### src/rtl/cam_lookup_ctrl.sv
// rtl/cam_lookup_ctrl.sv - CAM write/lookup sequencer, one operation outstanding.
// Writes win over lookups in IDLE; lookup results are held until consumed.
module cam_lookup_ctrl #(
   parameter int C_TCAM_ADDR_WIDTH = 5,
   parameter int C_TCAM_DATA_WIDTH = 16,
   parameter int C_LOOKUP_LATENCY  = 1
) (
   input  logic                         CLK,
   input  logic                         RST,
   input  logic                         wr_req_valid,
   output logic                         wr_req_ready,
   input  logic [C_TCAM_ADDR_WIDTH-1:0] wr_req_addr,
   input  logic [C_TCAM_DATA_WIDTH-1:0] wr_req_data,
   input  logic                         lk_req_valid,
   output logic                         lk_req_ready,
   input  logic [C_TCAM_DATA_WIDTH-1:0] lk_req_key,
   output logic                         lk_rsp_valid,
   input  logic                         lk_rsp_ready,
   output logic                         lk_rsp_hit,
   output logic [C_TCAM_ADDR_WIDTH-1:0] lk_rsp_addr,
   output logic                         cam_we,
   output logic [C_TCAM_ADDR_WIDTH-1:0] cam_addr_wr,
   output logic [C_TCAM_DATA_WIDTH-1:0] cam_din,
   input  logic                         cam_busy,
   output logic [C_TCAM_DATA_WIDTH-1:0] cam_cmp_din,
   input  logic                         cam_match,
   input  logic [C_TCAM_ADDR_WIDTH-1:0] cam_match_addr,
   output logic [31:0]                  stat_lookups,
   output logic [31:0]                  stat_hits
);

   localparam logic [2:0] LAT = 3'(C_LOOKUP_LATENCY);

   typedef enum logic [2:0] {IDLE, WR_ISSUE, WR_WAIT, LK_WAIT, LK_RESP} state_t;
   state_t state, state_nxt;

   logic [C_TCAM_ADDR_WIDTH-1:0] wr_addr_q;
   logic [C_TCAM_DATA_WIDTH-1:0] wr_data_q;
   logic [C_TCAM_DATA_WIDTH-1:0] key_q;
   logic [2:0]                   lat_cnt;
   logic                         settle;
   logic                         wr_acc;
   logic                         lk_acc;
   logic                         sample;

   assign wr_acc = wr_req_valid & wr_req_ready;
   assign lk_acc = lk_req_valid & lk_req_ready;
   assign sample = (state == LK_WAIT) && (lat_cnt == 3'd0);

   always_comb begin
      state_nxt    = state;
      wr_req_ready = 1'b0;
      lk_req_ready = 1'b0;
      cam_we       = 1'b0;
      cam_addr_wr  = '0;
      cam_din      = '0;
      cam_cmp_din  = '0;
      lk_rsp_valid = 1'b0;
      case (state)
         IDLE: begin
            // Readies are also gated by RST so nothing looks acceptable during reset.
            wr_req_ready = ~cam_busy & ~RST;
            lk_req_ready = ~cam_busy & ~wr_req_valid & ~RST;
            if (wr_acc)
               state_nxt = WR_ISSUE;
            else if (lk_acc)
               state_nxt = LK_WAIT;
         end
         WR_ISSUE: begin
            cam_we      = 1'b1;
            cam_addr_wr = wr_addr_q;
            cam_din     = wr_data_q;
            state_nxt   = WR_WAIT;
         end
         WR_WAIT: begin
            // First WR_WAIT cycle ignores cam_busy: the CAM may not have raised it yet.
            if (!settle && !cam_busy)
               state_nxt = IDLE;
         end
         LK_WAIT: begin
            cam_cmp_din = key_q;
            if (lat_cnt == 3'd0)
               state_nxt = LK_RESP;
         end
         LK_RESP: begin
            lk_rsp_valid = 1'b1;
            if (lk_rsp_ready)
               state_nxt = IDLE;
         end
         default: state_nxt = IDLE;
      endcase
   end

   always_ff @(posedge CLK or posedge RST) begin
      if (RST) begin
         state     <= IDLE;
         wr_addr_q <= '0;
         wr_data_q <= '0;
         key_q     <= '0;
         lat_cnt   <= 3'd0;
         settle    <= 1'b0;
      end else begin
         state <= state_nxt;
         if (wr_acc) begin
            wr_addr_q <= wr_req_addr;
            wr_data_q <= wr_req_data;
         end
         if (state == WR_ISSUE)
            settle <= 1'b1;
         else if (state == WR_WAIT)
            settle <= 1'b0;
         if (lk_acc) begin
            key_q   <= lk_req_key;
            lat_cnt <= LAT;
         end else if (state == LK_WAIT && lat_cnt != 3'd0) begin
            lat_cnt <= lat_cnt - 3'd1;
         end
      end
   end

   always_ff @(posedge CLK or posedge RST) begin
      if (RST) begin
         lk_rsp_hit   <= 1'b0;
         lk_rsp_addr  <= '0;
         stat_lookups <= '0;
         stat_hits    <= '0;
      end else begin
         if (sample) begin
            lk_rsp_hit  <= cam_match;
            lk_rsp_addr <= cam_match ? cam_match_addr : '0;
         end
         if (lk_acc && stat_lookups != 32'hFFFF_FFFF)
            stat_lookups <= stat_lookups + 32'd1;
         if (sample && cam_match && stat_hits != 32'hFFFF_FFFF)
            stat_hits <= stat_hits + 32'd1;
      end
   end

endmodule

### config.mk
export PLATFORM = sky130hd
export DESIGN_NAME = cam_lookup_ctrl
export DESIGN_NICKNAME = d
export VERILOG_FILES = /design/src/rtl/cam_lookup_ctrl.sv
export SDC_FILE = /design/constraint.sdc
export NUM_CORES = 1
export LEC_CHECK = 0
export BUFFER_PORTS_ARGS = -buffer_cell sky130_fd_sc_hd__clkbuf_2
export CAP_MARGIN = 15
export CORE_MARGIN = 2
export CORE_UTILIZATION = 52
export CTS_CLUSTER_SIZE = 16
export DETAILED_ROUTE_END_ITERATION = 10
export PLACE_DENSITY = 0.8
export SYNTH_ARGS = -nofsm -noshare
export SYNTH_HDL_FRONTEND = slang
export SYNTH_SLANG_ARGS = --single-unit
### constraint.sdc
create_clock -name CLK -period 4.8 [get_ports CLK]
set_input_delay 0.96 -clock CLK [delete_from_list [all_inputs] [get_ports CLK]]
set_output_delay 0.96 -clock CLK [all_outputs]
set_load 0.01 [all_outputs]
Yosys cells after proc, flatten, opt, wreduce, memory -nomap -nowiden. Index checks and enable logic that the tools add are counted.

Flip-flop bits (word level): 114. Output and inout bits: 111.

Add/sub/neg operators: 3. Equal/unequal tests: 10. Reduce and logical (&&, ||, !) cells: 14. Bitwise logic cells: 8. Muxes and demuxes: 18.

Operator list (number): adder 32 x 1 -> 32 bit (second input constant) (2); != test 32 bit (second input constant) (2); 2-to-1 mux 16 bit (2); 2-to-1 mux 3 bit (7); case mux 3 bit (5 select lines) (1); 2-to-1 mux 5 bit (2); equality test 3 x 2 -> 1 bit (second input constant) (2); logical AND 1 bit (6); logical NOT 3 bit (2); 2-to-1 mux 1 bit (6); AND 1 bit (5); != test 2 bit (second input constant) (2); AND reduction 4 bit (1); nonzero test 2 bit (2); equality test 3 x 1 -> 1 bit (second input constant) (1); equality test 3 bit (second input constant) (1); != test 3 bit (second input constant) (1); inverter 1 bit (3); nonzero test 3 bit (1); subtractor 3 x 1 -> 3 bit (second input constant) (1); logical NOT 1 bit (2); != test 2 x 1 -> 1 bit (second input constant) (1).

Depth between registers and ports, before layout. Gate-level depths: netlist of the first run.

Word-level depth: 8. Mapped depth: 8. Depth with buffers taken out: 8.

Least setup slack after synthesis of the first run. No wires, ideal clock.

Kind: input to output. From: in RST. To: out lk_req_ready. Stages on the path: 2. Slack: 2200 ps. Path buffers: 0. Data arrival time: 1640 ps. Required time: 3840 ps. Cell sequence: nor4b_2 nor2b_1.

Word-level cells in the longest chain between the ends: 3.

Ends and longest elaborated chain: from (decl) (line 9) `input logic RST,`; inverter 1 bit (line 63) `lk_req_ready = ~cam_busy & ~wr_req_valid & ~RST;`; AND 1 bit (line 63); 2-to-1 mux 1 bit (line 59) `case (state)`; to (decl) (line 15) `output logic lk_req_ready,`.

No other way between the ends.

Worst setup path after layout of the first run.
From: reg state[0]. To: out cam_cmp_din[4].

Word-level cells in the longest chain between the ends: 2.

Ends and longest elaborated chain: from (decl) (line 35) `state_t state, state_nxt;`; from (signal assigned) (line 103) `state <= state_nxt;`; equality test 3 x 2 -> 1 bit (line 59); 2-to-1 mux 16 bit (line 59); to (decl) (line 25) `output logic [C_TCAM_DATA_WIDTH-1:0] cam_cmp_din,`.

No other way between the ends.

==> qor.txt, run 1 <==
status: finished, final reports clean
Synth async-reset ratio: 100%
reg-to-reg startpoint: state[0]$_DFFE_PP0P_
setup TNS: 0 ns
Largest stage delay, worst path: 0.76 ns
Net Sw Frac: 27.3%
Layout Nets: 723
Critical Path Slowest Stage Cell: dfrtp_1
yosys synthesis warning count: 0
clk_lat worst skew: 0.50 ns
DPL Wire Length: 8810 µm
vias in the first global route: 4,354
TritonCTS clock tree: yes
post-layout power: 2.96 mW
worst hold endpoint: key_q[10]$_DFFE_PP0P_
Mapped Area: 5360 µm²
Post-synth top cells: dfrtp_1, nand2_1, xnor2_1
Sequential Power Share: 44.1%
worst path cell trace: and3b_1 > and2_1 > clkbuf_2
synthesized instance count: 503
Startpoint Class: flop
net count after synthesis: 556
CP Data Required Time: 3.84 ns
Data arrival, critical path: 2.33 ns
router iterations before antenna repair: 6
endpoints failing hold: 0
min Tclk post-route: 3.29 ns
drt drc: 0
initial antenna violation count: 0
largest net degree at the start of global routing: 44
ranking of synthesized cells by area: dfrtp_1, xnor2_1, nand2_1
fin crit share: 68.6%
GRT Resource Usage Total: 23.3%
Clock Skew: 0.00788 ns
hold depth: 2
gpl congestion: 0.846
Distinct cells, synth: 41
share of layout cells above drive strength 1: 34.5%
via count: 4,327
Root Driver: clkbuf_8
Hold Crit Class: flop to flop
kind of critical path: flop to output port
combinational fraction of design power: 17.4%
# port buffers: 159
Clock Sinks: 114
CTS max path bufs: 2
Syn Area/Cell: 10.7 µm²
Yosys reg bits: 114
Yosys top cell by area: dfrtp_1
reg2reg setup slack: 1.99 ns
Clk pwr share: 38.5%
max_cap viols: 0
RSZ-0062 raised after global routing: no
Peak Freq: 304 MHz
core region area: 10,200 µm²
NetSw: 0.809 mW
Core Rows: 37
Worst R2R Path Depth: 5
Hold-fix buffers, CTS: 0
number of routed nets with antenna violations: 0
worst vdd ir: 0.251 mV
full die area: 11,100 µm²
post-synthesis sequential area ratio: 53.2%
Post-synth EDFFs: 0
CTS Buf Count: 17
Pint: 2.15 mW
Reg clk slew, reported paths: 0.05 ns
Final setup viols: 0
Die Y: 106 µm
Slew Viols, Final: 0
Reg2Reg Capture Point: stat_hits[13]$_DFFE_PP0P_
Starting Density: 52.6%
DIE WIDTH: 106 µm
predominant post-synthesis flop cell: dfrtp_1
Setup Buffers After CTS: 0
Iteration-0 DRC Markers: 198
fill count: 829
hold path start: key_q[10]$_DFFE_PP0P_
Buffers & Inverters on Critical Path: 1
Ant. Diodes: 0
Synth top area share: 53.2%
critical path endpoint category: output port
area delta synth->final: 27.9%
max_slew headroom: 34.6%
cell with the most instances after synthesis: dfrtp_1
first-pass GRT wire length: 20,700 µm
post_cts resized: 0
P per Cell Area: 432 nW/µm²
DRT Wirelength: 12,300 µm
H-Tree Depth: 4
num ports: 160
worst-path maximum fanout: 27
DR WL/cell: 15.1 µm
leakage dissipation: 3.56 nW
Via-to-Cell Ratio: 5.29
worst slew pin tran: 0.979 ns
total gr overflow: 0
Top Family by Delay on Critical Path: simple AND/OR/NAND/NOR gates
## layout by cell type, fill, tap and decap left out, types with 2 or more instances in the layout
| cell | instances |
|---|---|
| dfrtp_1 | 114 |
| clkbuf_16 | 16 |
| buf_4 | 5 |
| nor3_1 | 7 |
| o21ai_0 | 10 |
| nor2b_1 | 2 |
| nor4_2 | 5 |
| a31oi_1 | 3 |
| xnor2_1 | 47 |
| and3_1 | 32 |
| clkbuf_1 | 2 |
| ha_1 | 4 |
| clkbuf_8 | 9 |
| nor3_2 | 2 |
| or4_4 | 2 |
| and2_1 | 21 |
| nand4_2 | 4 |
| clkbuf_2 | 159 |
| nand3_1 | 27 |
| nand4_1 | 20 |
| nand2_1 | 93 |
| nor3_4 | 2 |
| mux2_2 | 15 |
| nor4_1 | 6 |
| xor2_1 | 14 |
| a211oi_2 | 2 |
| a21oi_1 | 3 |
| a211oi_1 | 2 |
| nor2_2 | 3 |
| inv_1 | 9 |
| clkinv_2 | 4 |
| mux2_1 | 10 |
| nor2_1 | 16 |
## area by class of cell
cell class	count	area (µm²)	share of cell area, %
Sequential cell	114	2850	41.6
Tap cell	136	170	2.48
Timing Repair Buffer	164	833	12.2
Multi-Input combinational cell	363	2400	35.1
Inverter	10	40.0	0.584
Clock inverter	4	20.0	0.292
Clock buffer	27	532	7.76
## metal layers
| metal | global-route usage (%) | routed length (µm) | up-vias |
|---|---|---|---|
| li1 | - | - | 2061 |
| met1 | 30.1 | 5380 | 2112 |
| met2 | 37.3 | 5920 | 137 |
| met3 | 7.54 | 815 | 17 |
| met4 | 7.80 | 206 | 0 |
| met5 | 0 | 0 | - |
## per-stage QoR
stage               area (µm²)  utilization [%]  hold WS [ns]  setup slack (ns)  instances
floorplan                 5360                -         0.437             0.824        503
global placement          6290             61.8         0.451              1.99        786
detailed placement        6290             61.8         0.454              1.93        786
CTS                       6840             67.2         0.472              1.45        817
global route              6850             67.3         0.490              1.33        818
finish                    6850             67.3         0.468              1.51        818
## worst min-delay path: stages, from the launching register on
cell and delay, ns:
dfrtp_1 0.33, nand2_1 0.05, nand2_1 0.05
## worst max path at each step
stage                                    start                           end  slack, ns  depth (start not counted)
final                     state[0]$_DFFE_PP0P_                cam_cmp_din[4]       1.51                          3
after global routing      state[0]$_DFFE_PP0P_                cam_cmp_din[2]       1.33                          3
after CTS                 state[0]$_DFFE_PP0P_                cam_cmp_din[4]       1.45                          3
after detailed placement                   RST  stat_lookups[22]$_DFFE_PP0P_       1.93                          7
after global placement                     RST  stat_lookups[22]$_DFFE_PP0P_       1.99                          7
after floorplan                            RST          key_q[0]$_DFFE_PP0P_       0.82                          1
## registers in the layout (all words and copies together), names as in the netlist
| name | flops |
|---|---|
| lk_rsp_addr | 5 |
| wr_addr_q | 5 |
| lk_rsp_hit | 1 |
| stat_hits | 32 |
| lat_cnt | 3 |
| stat_lookups | 32 |
| state | 3 |
| key_q | 16 |
| wr_data_q | 16 |
| settle | 1 |
## power groups by stage
stage | logic (mW) | clock network [mW] | registers (mW)
global placement | 0.489 | 0 | 1.31
floorplan | 0.348 | 0 | 1.29
finish | 0.515 | 1.14 | 1.31
CTS | 0.520 | 1.16 | 1.31
detailed placement | 0.514 | 0 | 1.32
global route | 0.584 | 1.21 | 1.34
## kinds of logic after synthesis
family	share of synthesized area, %
muxes	5.25
and+or+nand+nor	25.4
buffers and inverters	1.91
adders and majority gates	0.934
DFF	53.2
AOI/OAI and AO/OA	3.27
xor gates and xnor gates	9.97
(Power assumes the default switching activity.)
==> inputs of run 2 (changes only) <==
ABC_AREA = 1   (was unset)
CORE_UTILIZATION = 54   (was 52)
PLACE_DENSITY = 0.81   (was 0.8)
clock period = 3.42 ns   (was 4.8 ns; I/O delays follow)
==> run 2 against run 1 <==
Utilization increased by 0.070 points. Clock-buffer cell count decreased by 5. Sequential share of layout area decreased by 6.1 points. Routed wire length increased by 30%. Cell area increased by 17%. Combinational power increased by 62%. Via count increased by 46%. Register-to-register slack got worse by 0.83 ns. Synthesized cell count increased by 88%. First-iteration DRC count increased by 95%. Synthesized area increased by 22%. Critical endpoint is now cam_addr_wr[3]. Clock power increased by 65%.
==> qor.txt, run 2 <==
status: finished, final reports clean
RSZ-0062 raised after global routing: no
worst path cell trace: nor3_1 > inv_1 > nor2_1 > clkbuf_2
Reg clk slew, reported paths: 0.05 ns (about the same)
placed cells: 1,233 (+57%)
largest net degree at the start of global routing: 79 (+80%)
TritonCTS clock tree: yes
gpl congestion: 0.895 (+5.9%)
full die area: 13,000 µm² (+17%)
number of routed nets with antenna violations: 0 (unchanged)
Hold-fix buffers, CTS: 0 (unchanged)
Clock Skew: 0.00619 ns (-0.00168 ns)
Ant. Diodes: 0 (unchanged)
min Tclk post-route: 2.63 ns
router iterations before antenna repair: 5 (-1)
endpoints failing hold: 0 (unchanged)
clk_lat worst skew: 0.42 ns (-0.08 ns)
yosys synthesis warning count: 0 (unchanged)
core region area: 11,900 µm² (+17%)
max_cap viols: 0 (unchanged)
Startpoint Class: flop
net count after synthesis: 997 (+79%)
worst vdd ir: 0.381 mV (+52%)
max_slew headroom: 33.7% (-0.85 points)
Worst R2R Path Depth: 9 (+4)
Root Driver: clkbuf_16
DIE WIDTH: 114 µm (+8.0%)
DR WL/cell: 12.7 µm (-16%)
H-Tree Depth: 4 (unchanged)
critical path endpoint category: output port
Mapped Area: 6520 µm² (+22%)
register area: 2850 µm² (unchanged)
drt drc: 0 (unchanged)
first-pass GRT wire length: 26,500 µm (+28%)
Hold Crit Class: primary input to asynchronous set/reset pin
worst-path maximum fanout: 23 (-15%)
Yosys top cell by area: dfrtp_1
Post-synth EDFFs: 0 (unchanged)
area delta synth->final: 23.0%
cell with the most instances after synthesis: nand2_1
P per Cell Area: 562 nW/µm² (+30%)
Syn Area/Cell: 6.91 µm² (-35%)
Post-synth top cells: nand2_1, nor2_1, dfrtp_1
worst slew pin tran: 0.994 ns (+0.0151 ns)
setup TNS: 0 ns (unchanged)
leakage dissipation: 4.33 nW (+22%)
vias in the first global route: 5,803 (+33%)
area occupied by multi-input gates: 3170 µm² (+32%)
via count: 6,305 (+46%)
ranking of synthesized cells by area: dfrtp_1, nand2_1, nor2_1
Via-to-Cell Ratio: 4.99 (-5.7%)
Synth async-reset ratio: 100% (unchanged)
Largest regs: stat_hits x32, stat_lookups x32
# port buffers: 159 (unchanged)
post_cts resized: 0 (unchanged)
Core Rows: 40 (+8.1%)
Peak Freq: 381 MHz
Yosys reg bits: 114 (unchanged)
predominant post-synthesis flop cell: dfrtp_1
kind of critical path: flop to output port
Clock Sinks: 114 (unchanged)
Layout Nets: 1,158 (+60%)
CTS Buf Count: 17 (unchanged)
Critical Path Slowest Stage Cell: dfrtp_1
non-filler cells, final: 1,264 (+55%)
Data arrival, critical path: 1.94 ns (-0.39 ns)
DPL Wire Length: 11,300 µm (+29%)
post-synthesis sequential area ratio: 43.7% (-9.5 points)
Starting Density: 54.8% (+2.1 points)
initial antenna violation count: 0 (unchanged)
share of layout cells above drive strength 1: 19.7% (-15 points)
num ports: 160 (unchanged)
fin crit share: 76.8%
Largest stage delay, worst path: 0.42 ns (-0.34 ns)
most frequent cells in the layout: nand2_1, clkbuf_2, nor2_1, dfrtp_1, inv_1
Distinct cells, synth: 30 (-27%)
Setup Buffers After CTS: 0 (unchanged)
commonest non-fill, non-tap cell in the layout: nand2_1
Synth top area share: 43.7% (-9.5 points)
Die Y: 114 µm (+8.0%)
GRT Resource Usage Total: 25.7% (+2.3 points)
Final setup viols: 0 (unchanged)
Slew Viols, Final: 0 (unchanged)
synthesized instance count: 944 (+88%)
DRT Wirelength: 16,100 µm (+30%)
total gr overflow: 0 (unchanged)
CP Data Required Time: 2.74 ns (-1.10 ns)
fill count: 1,041 (+26%)
CTS max path bufs: 2 (unchanged)
Iteration-0 DRC Markers: 386 (+95%)
[run 2: cell types whose count changed after synthesis, sizes merged, moves of 25 or more]
cell | previous run | this run
nand2 | 93 | 412
nor2 | 19 | 168
inv | 10 | 95
xnor2 | 47 | 6
and3 | 32 | 0
mux2 | 25 | 0
[run 2: worst paths after layout]
kind                                   startpoint                   endpoint  slack (ns)
max in group asynchronous                     RST   stat_hits[2]$_DFFE_PP0P_        1.64
min in group CLK                    lk_req_key[6]       key_q[6]$_DFFE_PP0P_        0.47
min                                           RST   wr_addr_q[4]$_DFFE_PP0P_        0.42
max reg2reg                lat_cnt[0]$_DFFE_PP0P_  stat_hits[25]$_DFFE_PP0P_        1.16
max                          state[1]$_DFFE_PP0P_             cam_addr_wr[3]        0.79
min reg2reg                lat_cnt[2]$_DFFE_PP0P_     lat_cnt[2]$_DFFE_PP0P_        0.48
[run 2: cell families (layout without fill, tap and decap cells)]
family | Yosys count | count (layout) | share of synthesized area [%]
xor gates and xnor gates | 29 | 29 | 3.89
buffers and inverters | 116 | 289 | 7.69
and+or+nand+nor | 625 | 625 | 39.3
adders and majority gates | 4 | 4 | 0.767
DFF | 114 | 114 | 43.7
AOI/OAI and AO/OA | 56 | 56 | 4.62
[run 2: power by group]
part | switching (mW) | internal [mW]
clock network | 0.609 | 1.27
registers | 0.146 | 1.65
logic | 0.518 | 0.316
total | 1.27 | 3.23
[run 2: worst max-delay path, delay by kind of cell, from the launching register on]
kind / cells / cell delay (ns)
buffers and inverters: 2 / 0.55
flip-flops: 1 / 0.42
AND/OR/NAND/NOR: 2 / 0.55
[run 2: metal layers]
metal	vias to the layer above	global-route usage [%]	part of all wire [%]
li1	3191	-	-
met1	2883	31.0	43
met2	205	44.3	50
met3	26	6.16	5.4
met4	0	10.2	2.0
met5	-	0	0
[run 2: layout make-up]
| class | count | area share (%) |
|---|---|---|
| well taps | 147 | 2.29 |
| inverters | 96 | 4.62 |
| flip-flops and latches | 114 | 35.6 |
| clock buffers | 22 | 5.91 |
| clock inverters | 9 | 1.92 |
| multi-input cells | 714 | 39.5 |
| repair buffers | 162 | 10.2 |
[run 2: per-stage QoR]
step	instance area [µm²]	utilization (%)	worst slack, ns	power (mW)	hold WS (ns)
floorplan	6530	-	0.0134	2.35	0.448
global placement	7390	62.1	1.07	2.61	0.467
detailed placement	7390	62.1	1.00	2.65	0.470
CTS	8020	67.3	0.741	4.54	0.417
global route	8020	67.3	0.619	4.74	0.461
finish	8020	67.3	0.793	4.51	0.418
